### src/rtl/node_round_sequencer.sv
// node_round_sequencer: per-node round controller for the Q-learning routing datapath.
// Runs the enabled stages in ascending index order (receive/update, selectMyAction,
// aggregation, transmit) with a start/done handshake. It owns the single node memory
// write port, writes the incremented round count at the end of each round, and
// aborts the round when a stage stays in WAIT for TIMEOUT cycles.
//
// Ports:
//   clock, rst             clock, asynchronous active-high reset
//   round_start            round request, accepted only when idle
//   stage_en               per-stage enable, latched when a round is accepted
//   stage_done             per-stage completion; only the active stage is observed
//   stage_addr/_wr_en/_data  flattened per-stage memory requests (stage k at [k*W +: W])
//   stage_start            one-cycle start pulse to the selected stage
//   mem_addr/_wr_en/_data  node memory write port
//   active_stage           index of the current stage, 0 when idle
//   busy                   high from round acceptance until return to idle
//   round_done             one-cycle pulse on successful completion
//   timeout_err            sticky abort flag, cleared when the next round is accepted
//   round_count            number of completed rounds (wraps)
module node_round_sequencer #(
  parameter int unsigned           NUM_STAGES = 4,
  parameter int unsigned           WORD_WIDTH = 16,
  parameter int unsigned           TIMEOUT    = 1024,
  parameter logic [WORD_WIDTH-1:0] ROUND_ADDR = 'h7FF
) (
  input  logic                             clock,
  input  logic                             rst,
  input  logic                             round_start,
  input  logic [NUM_STAGES-1:0]            stage_en,
  input  logic [NUM_STAGES-1:0]            stage_done,
  input  logic [NUM_STAGES*WORD_WIDTH-1:0] stage_addr,
  input  logic [NUM_STAGES-1:0]            stage_wr_en,
  input  logic [NUM_STAGES*WORD_WIDTH-1:0] stage_data,
  output logic [NUM_STAGES-1:0]            stage_start,
  output logic [WORD_WIDTH-1:0]            mem_addr,
  output logic                             mem_wr_en,
  output logic [WORD_WIDTH-1:0]            mem_data,
  output logic [2:0]                       active_stage,
  output logic                             busy,
  output logic                             round_done,
  output logic                             timeout_err,
  output logic [WORD_WIDTH-1:0]            round_count
);

  localparam int unsigned TW = (TIMEOUT > 1) ? $clog2(TIMEOUT) : 1;
  localparam logic [TW-1:0] TIMER_LAST = TW'(TIMEOUT - 1);
  localparam logic [NUM_STAGES-1:0] START_ONE = NUM_STAGES'(1);

  typedef enum logic [2:0] {
    StIdle,
    StStart,
    StWait,
    StNext,
    StFinish,
    StDone,
    StAbort
  } state_e;

  state_e                state_q;
  logic [NUM_STAGES-1:0] en_q;
  logic [2:0]            k_q;
  logic [TW-1:0]         timer_q;

  logic                  first_any;
  logic [2:0]            first_idx;
  logic                  next_any;
  logic [2:0]            next_idx;
  logic [WORD_WIDTH-1:0] sel_addr;
  logic [WORD_WIDTH-1:0] sel_data;
  logic                  sel_wr_en;
  logic                  sel_done;

  // Lowest enabled stage of the incoming request; the enable mask is being latched
  // on the same edge, so the live input is searched rather than en_q.
  always_comb begin
    first_any = 1'b0;
    first_idx = '0;
    for (int i = 0; i < int'(NUM_STAGES); i++) begin
      if (stage_en[i] && !first_any) begin
        first_any = 1'b1;
        first_idx = 3'(i);
      end
    end
  end

  // Next enabled stage strictly above the one that just finished.
  always_comb begin
    next_any = 1'b0;
    next_idx = '0;
    for (int i = 0; i < int'(NUM_STAGES); i++) begin
      if (en_q[i] && (3'(i) > k_q) && !next_any) begin
        next_any = 1'b1;
        next_idx = 3'(i);
      end
    end
  end

  // Select the active stage's request signals.
  always_comb begin
    sel_addr  = '0;
    sel_data  = '0;
    sel_wr_en = 1'b0;
    sel_done  = 1'b0;
    for (int i = 0; i < int'(NUM_STAGES); i++) begin
      if (k_q == 3'(i)) begin
        sel_addr  = stage_addr[i*WORD_WIDTH +: WORD_WIDTH];
        sel_data  = stage_data[i*WORD_WIDTH +: WORD_WIDTH];
        sel_wr_en = stage_wr_en[i];
        sel_done  = stage_done[i];
      end
    end
  end

  // Memory port: follows the active stage during WAIT, carries the round-count write
  // during FINISH, and is held at zero otherwise.
  always_comb begin
    mem_addr  = '0;
    mem_wr_en = 1'b0;
    mem_data  = '0;
    if (state_q == StWait) begin
      mem_addr  = sel_addr;
      mem_wr_en = sel_wr_en;
      mem_data  = sel_data;
    end else if (state_q == StFinish) begin
      mem_addr  = ROUND_ADDR;
      mem_wr_en = 1'b1;
      mem_data  = round_count + WORD_WIDTH'(1);
    end
  end

  assign active_stage = k_q;

  always_ff @(posedge clock or posedge rst) begin
    if (rst) begin
      state_q     <= StIdle;
      en_q        <= '0;
      k_q         <= '0;
      timer_q     <= '0;
      stage_start <= '0;
      busy        <= 1'b0;
      round_done  <= 1'b0;
      timeout_err <= 1'b0;
      round_count <= '0;
    end else begin
      stage_start <= '0;
      round_done  <= 1'b0;
      case (state_q)
        StIdle: begin
          if (round_start) begin
            en_q        <= stage_en;
            timeout_err <= 1'b0;
            busy        <= 1'b1;
            if (first_any) begin
              k_q         <= first_idx;
              stage_start <= START_ONE << first_idx;
              state_q     <= StStart;
            end else begin
              state_q <= StFinish;
            end
          end
        end
        StStart: begin
          timer_q <= '0;
          state_q <= StWait;
        end
        StWait: begin
          // Done wins over the timeout limit when both arrive together.
          if (sel_done) begin
            state_q <= StNext;
          end else if (timer_q == TIMER_LAST) begin
            state_q <= StAbort;
          end else begin
            timer_q <= timer_q + TW'(1);
          end
        end
        StNext: begin
          if (next_any) begin
            k_q         <= next_idx;
            stage_start <= START_ONE << next_idx;
            state_q     <= StStart;
          end else begin
            state_q <= StFinish;
          end
        end
        StFinish: begin
          round_count <= round_count + WORD_WIDTH'(1);
          round_done  <= 1'b1;
          state_q     <= StDone;
        end
        StDone: begin
          busy    <= 1'b0;
          k_q     <= '0;
          state_q <= StIdle;
        end
        StAbort: begin
          timeout_err <= 1'b1;
          busy        <= 1'b0;
          k_q         <= '0;
          state_q     <= StIdle;
        end
        default: begin
          state_q <= StIdle;
        end
      endcase
    end
  end

endmodule
### config.mk
export PLATFORM = sky130hd
export DESIGN_NAME = node_round_sequencer
export DESIGN_NICKNAME = d
export VERILOG_FILES = /design/src/rtl/node_round_sequencer.sv
export SDC_FILE = /design/constraint.sdc
export NUM_CORES = 1
export LEC_CHECK = 0
export BUFFER_PORTS_ARGS = -buffer_cell sky130_fd_sc_hd__buf_2
export CAP_MARGIN = 20
export CORE_ASPECT_RATIO = 2
export CORE_MARGIN = 10
export CORE_UTILIZATION = 48
export DETAILED_ROUTE_END_ITERATION = 12
export PLACE_DENSITY = 0.89
export SYNTH_ARGS = -nofsm -noshare
export SYNTH_HDL_FRONTEND = slang
export SYNTH_SLANG_ARGS = --single-unit
### constraint.sdc
create_clock -name clock -period 5.8 [get_ports clock]
set_input_delay 0.87 -clock clock [delete_from_list [all_inputs] [get_ports clock]]
set_output_delay 0.87 -clock clock [all_outputs]
set_load 0.01 [all_outputs]
After elaboration in Yosys (flattened, before gate mapping) --
Index checks and enable logic that the tools add are counted.
Storage, ports and cells: register bits after elaboration 43, input port bits 143, output and inout bits 59, word-level logic and storage cells 119
Operators by class: $add $sub $neg 2, order comparisons 4, eq/ne operators 16, shifts and indexed selects 2, mux-type cells 57, reduce and logical (&&, ||, !) cells 29
Operator list (number):
- 2-to-1 mux 16 bit | 11
- 2-to-1 mux 3 bit | 12
- 2-to-1 mux 1 bit | 22
- 2-to-1 mux 10 bit | 2
- case mux 10 bit (2 select lines) | 1
- adder 16 x 1 -> 16 bit, second input constant | 1
- case mux 3 bit (5 select lines) | 1
- == test 3 x 2 -> 1 bit, second input constant | 4
- 2-to-1 mux 4 bit | 3
- 2-to-1 mux 11 bit | 1
- adder 10 x 1 -> 10 bit, second input constant | 1
- == test 10 bit, second input constant | 1
- logical AND 1 bit | 10
- != test 2 bit, second input constant | 5
- == test 3 bit, second input constant | 3
- case mux 3 bit (3 select lines) | 1
- case mux 4 bit (2 select lines) | 1
- AND reduction 2 bit | 4
- << shifter 1 x 3 -> 4 bit, first input constant | 2
- == test 3 x 1 -> 1 bit, second input constant | 2
- > comparator 1 x 3 -> 1 bit, first input constant | 2
- > comparator 2 x 3 -> 1 bit, first input constant | 2
- zero test 1 bit | 6
- zero test 3 bit | 2
- other kinds (7) | 10

Longest topological paths before layout --
depth in word-level cells 15, gate-level depth with buffers 7, gate-level depth less buffers 6

Worst setup path before layout --
No wires, ideal clock.
path type reg-to-output, from register k_q[0], in the netlist active_stage[0], to output port mem_data[10], data arrival time 1.803 ns, required time 4.930 ns, setup slack 3.127 ns, cell stages (with the launch flop) 6, buffers on the path 2, cells stage by stage dfrtp_1 > buf_2 > buf_2 > mux4_2 > nand2_1 > o21ai_0
On the way: longest elaborated chain between the ends 6, elaborated cells between the ends (all ways) 9, classes of those cells eq/ne (3); mux (5); reduce/logical (1)
RTL lines:
- start: declaration | line 61 | logic [2:0] k_q;
- start signal: assignment | line 154 | k_q <= first_idx;
- start signal: assignment | line 178 | k_q <= next_idx;
- zero test 3 bit | line 105 | if (k_q == 3'(i)) begin
- 2-to-1 mux 16 bit (3 in series) | line 105
- 2-to-1 mux 16 bit * | line 105
- 2-to-1 mux 16 bit * | line 120 | if (state_q == StWait) begin
- end: declaration | line 37 | output logic [WORD_WIDTH-1:0] mem_data,
Every way passes the cells marked *; elsewhere a longest branch is shown, timed or not.

Worst setup path after layout --
from register k_q[0], in the netlist active_stage[0], to output port mem_addr[15]
On the way: longest elaborated chain between the ends 6, elaborated cells between the ends (all ways) 9, classes of those cells eq/ne (3); mux (5); reduce/logical (1)
RTL lines:
- zero test 3 bit | line 105
- 2-to-1 mux 16 bit (3 in series) | line 105
- 2-to-1 mux 16 bit * | line 105
- 2-to-1 mux 16 bit * | line 120
- end: declaration | line 35 | output logic [WORD_WIDTH-1:0] mem_addr,
Marks and branches as above.

==> summary.md <==
| Metric | Value |
|---|---|
| Outcome | `finished, final reports clean` |
| Share of post-route cells with drive strength above 1 | `48.33%` |
| Cell variety after synth | `50` |
| Clock root cell | `clkbuf_16` |
| DP Cell Count | `621` |
| Synth Warn # | `0` |
| Total number of vias | `between 3k and 4k` |
| Static Leak | `2.254 nW` |
| Gr busiest metal | `met2` |
| Switching Share | `between 40% and 50%` |
| First-pass GRT wire length | `20140 um` |
| Post-Layout Cell Count | `631` |
| GR Overflow Total | `0` |
| Max rail drop VDD | `approximately 0.25 mV` |
| I/O Pins | `202` |
| Final hold vios | `0` |
| Clock sink total | `41` |
| Die span in x | `79.48 um` |
| WL final | `13130 um` |
| Ys async rst share | `between 90% and 100%` |
| 1st-iter DRT viols | `249` |
| Cts bufs inserted | `5` |
| Largest family of logic cells by synthesized area | `multiplexers` |
| Number of global-route vias before repair | `3825` |
| CP Launch Type | `flip-flop` |
| Synthesized instance count | `349` |
| Yosys top cell by area | `dfrtp_1` |
| CP Class | `reg -> out` |
| Sequential share of the synthesized area | `30.21%` |
| Seq pwr share | `26.8%` |
| Fillers | `549` |
| Routability cong. | `0.9283` |
| Max-slew violations | `0` |
| Power per Cell Area | `371.8 mW/mm2` |
| Starting Density | `48.93%` |
| Clock latency on the worst-skew pair | `0.29 ns` |
| CTS tree | `built` |
| Required time of the worst setup path | `4.93 ns` |
| Register bit total from synthesis | `41` |
| Unrepaired setup endpoints after global routing | `no` |
| P&R area growth vs syn | `36.55%` |
| Clock power frac | `19.2%` |
| Main synth FF type | `dfrtp_1` |
| Syn_area_per_cell | `9.730 um2` |
| # resized after CTS | `0` |
| Layout Skew | `0.003688 ns` |
| Post-synthesis simple-gate area fraction | `20.93%` |
| Mux share of post-synthesis cell area | `25.76%` |
| Synth Area in XOR/XNOR | `7.738%` |
| Pint | `between 0.001 and 0.0015 W` |
| Rows | `43` |
| Post-Syn Area | `0.003396 mm2` |
| Synthesized-area fraction occupied by adder cells | `less than 1%` |
| Crit share post-route | `a little under three fifths` |
| Synth area leaders | `dfrtp_1 (30%), mux4_2 (23%), nand2_1 (7.4%)` |
| DR WL/cell | `20.81 um` |
| Met2 GRT Util | `between 40% and 50%` |
| Syn Nets | `494` |
| CP Capture Type | `output pin` |
| DRC Markers | `0` |
| Met3 Usage GRT | `7.532%` |
| Setup TNS | `0 ns` |
| EDFF count, synth | `0` |
| Fmax achieved | `305.3 MHz` |
| DR pass1 iterations | `4` |
| Logic pwr share | `54.0%` |
| Synth cell count leaders | `nand2_1 (67), dfrtp_1 (41), mux4_2 (34), xnor2_1 (21)` |
| Die H | `139.0 um` |
| Tightest Pin Transition | `0.9893 ns` |
| Top-count cell post-synth | `nand2_1` |
| I/O Buffers | `200` |
| Setup Buffers After CTS | `0` |
| Clk pin slew, worst setup/hold paths | `~0.060 ns` |
| Vias/cell | `5.669` |
| Post-DP HPWL | `10810 um` |
| Initial antenna violation count | `1` |
| DIE AREA | `0.01104 mm2` |
| Max_cap viols | `0` |
| # setup viols final | `0` |
| Hold crit path type | `reg -> reg` |
| Crit Path Max Fanout | `25` |
| H-tree depth | `2` |
| Nets | `684` |
| CTS Hold Bufs | `0` |
| Largest net degree at the start of global routing | `42` |
| Synth top area share | `30.21%` |
| Grt met1 use | `approximately 24%` |
| Total GRT Usage | `about 23%` |
| Final min period | `3.275 ns` |
| NetSw | `a little over 0.0007 W` |
| Power Total | `0.001724 W` |
| CP Data Arrival Time | `2.41 ns` |
| Core Util, Final | `roughly 67%` |
| Complex-gate fraction of the synthesized area | `10.69%` |
| Post-DRT Antenna Nets | `0` |
| Core ar. | `approximately 0.0069 mm2` |
| Worst slew margin | `between 30 and 40%` |
| Clk buf depth | `2` |
-- final cells by class --
| type | instances | area [um2] | area share [%] |
|---|---|---|---|
| multi-input cells | 279 | 2242 | 48.35 |
| repair buffers | 205 | 1054 | 22.72 |
| flip-flops and latches | 41 | 1027 | 22.15 |
| clock buffers | 7 | 142.6 | 3.076 |
| well taps | 90 | 112.6 | 2.428 |
| clock inverters | 1 | 30.03 | 0.6476 |
| inverters | 7 | 26.28 | 0.5666 |
| diodes | 1 | 2.502 | 0.05397 |
-- final timing paths --
| kind | startpoint | endpoint | slack, ns | depth (start not counted) |
|---|---|---|---|---|
| min | busy | busy | 0.50 | 2 |
| min reg2reg | busy | busy | 0.50 | 2 |
| min in group asynchronous | rst | round_count[6] | 0.71 | 3 |
| max | active_stage[0] | mem_addr[15] | 2.52 | 4 |
| max in group asynchronous | rst | active_stage[0] | 4.68 | 3 |
| max reg2reg | active_stage[0] | timer_q[7] | 2.96 | 6 |
-- metal layers --
| layer | up-vias | share of wire [%] |
|---|---|---|
| met1 | 1734 | 34 |
| met2 | 165 | 53 |
| met5 | - | 0 |
| met3 | 24 | 9.6 |
| met4 | 0 | 2.6 |
| li1 | 1654 | - |
-- worst max-delay path, cell delays in order (launching register included) --
cell     delay [ns]
dfrtp_2        0.74
buf_4          0.47
mux4_2         0.57
and2_1         0.17
buf_2          0.14
-- metrics by stage --
step                      hold WS (ns)  setup slack [ns]  instance area, um2
after floorplan                 0.4668             3.127                3396
after global placement          0.4865             2.502                4432
after detailed placement        0.4904             2.392                4447
after CTS                       0.5034             2.072                4619
after global routing            0.5284             2.339                4634
final                           0.4988             2.525                4637
-- layout by cell type, fill, tap and decap left out, types with 9 or more instances in the layout --
cell | Yosys | routed
buf_2 | 8 | 200
nand2_1 | 67 | 67
dfrtp_1 | 41 | 40
mux4_2 | 34 | 34
xnor2_1 | 21 | 21
o21ai_0 | 18 | 18
nor2_1 | 18 | 17
a21oi_1 | 12 | 12
and2_1 | 11 | 11
nand4_1 | 9 | 9
xor2_1 | 9 | 9
nor3_1 | 9 | 9
-- power by group through the flow --
stage	clock network (W)	logic (W)	registers (W)
after global routing	0.000349	0.00101	0.000480
after floorplan	0	0.000684	0.000413
after detailed placement	0	0.000922	0.000467
after global placement	0	0.000899	0.000459
final	0.000331	0.000930	0.000463
after CTS	0.000336	0.000928	0.000461
-- state kept, by name, summed over array words and instances (netlist names) --
register / flops
active_stage: 2
busy: 1
en_q: 3
round_count: 16
round_done: 1
stage_start: 4
state_q: 3
timeout_err: 1
timer_q: 10
-- kinds of logic after synthesis --
family | count (synthesis)
AO/OA/AOI/OAI | 55
AND/OR/NAND/NOR | 147
XOR/XNOR | 30
flip-flops | 41
buffers and inverters | 29
other | 1
adder cells (fa/ha/maj) | 2
multiplexers | 44
(Power assumes the default switching activity.)
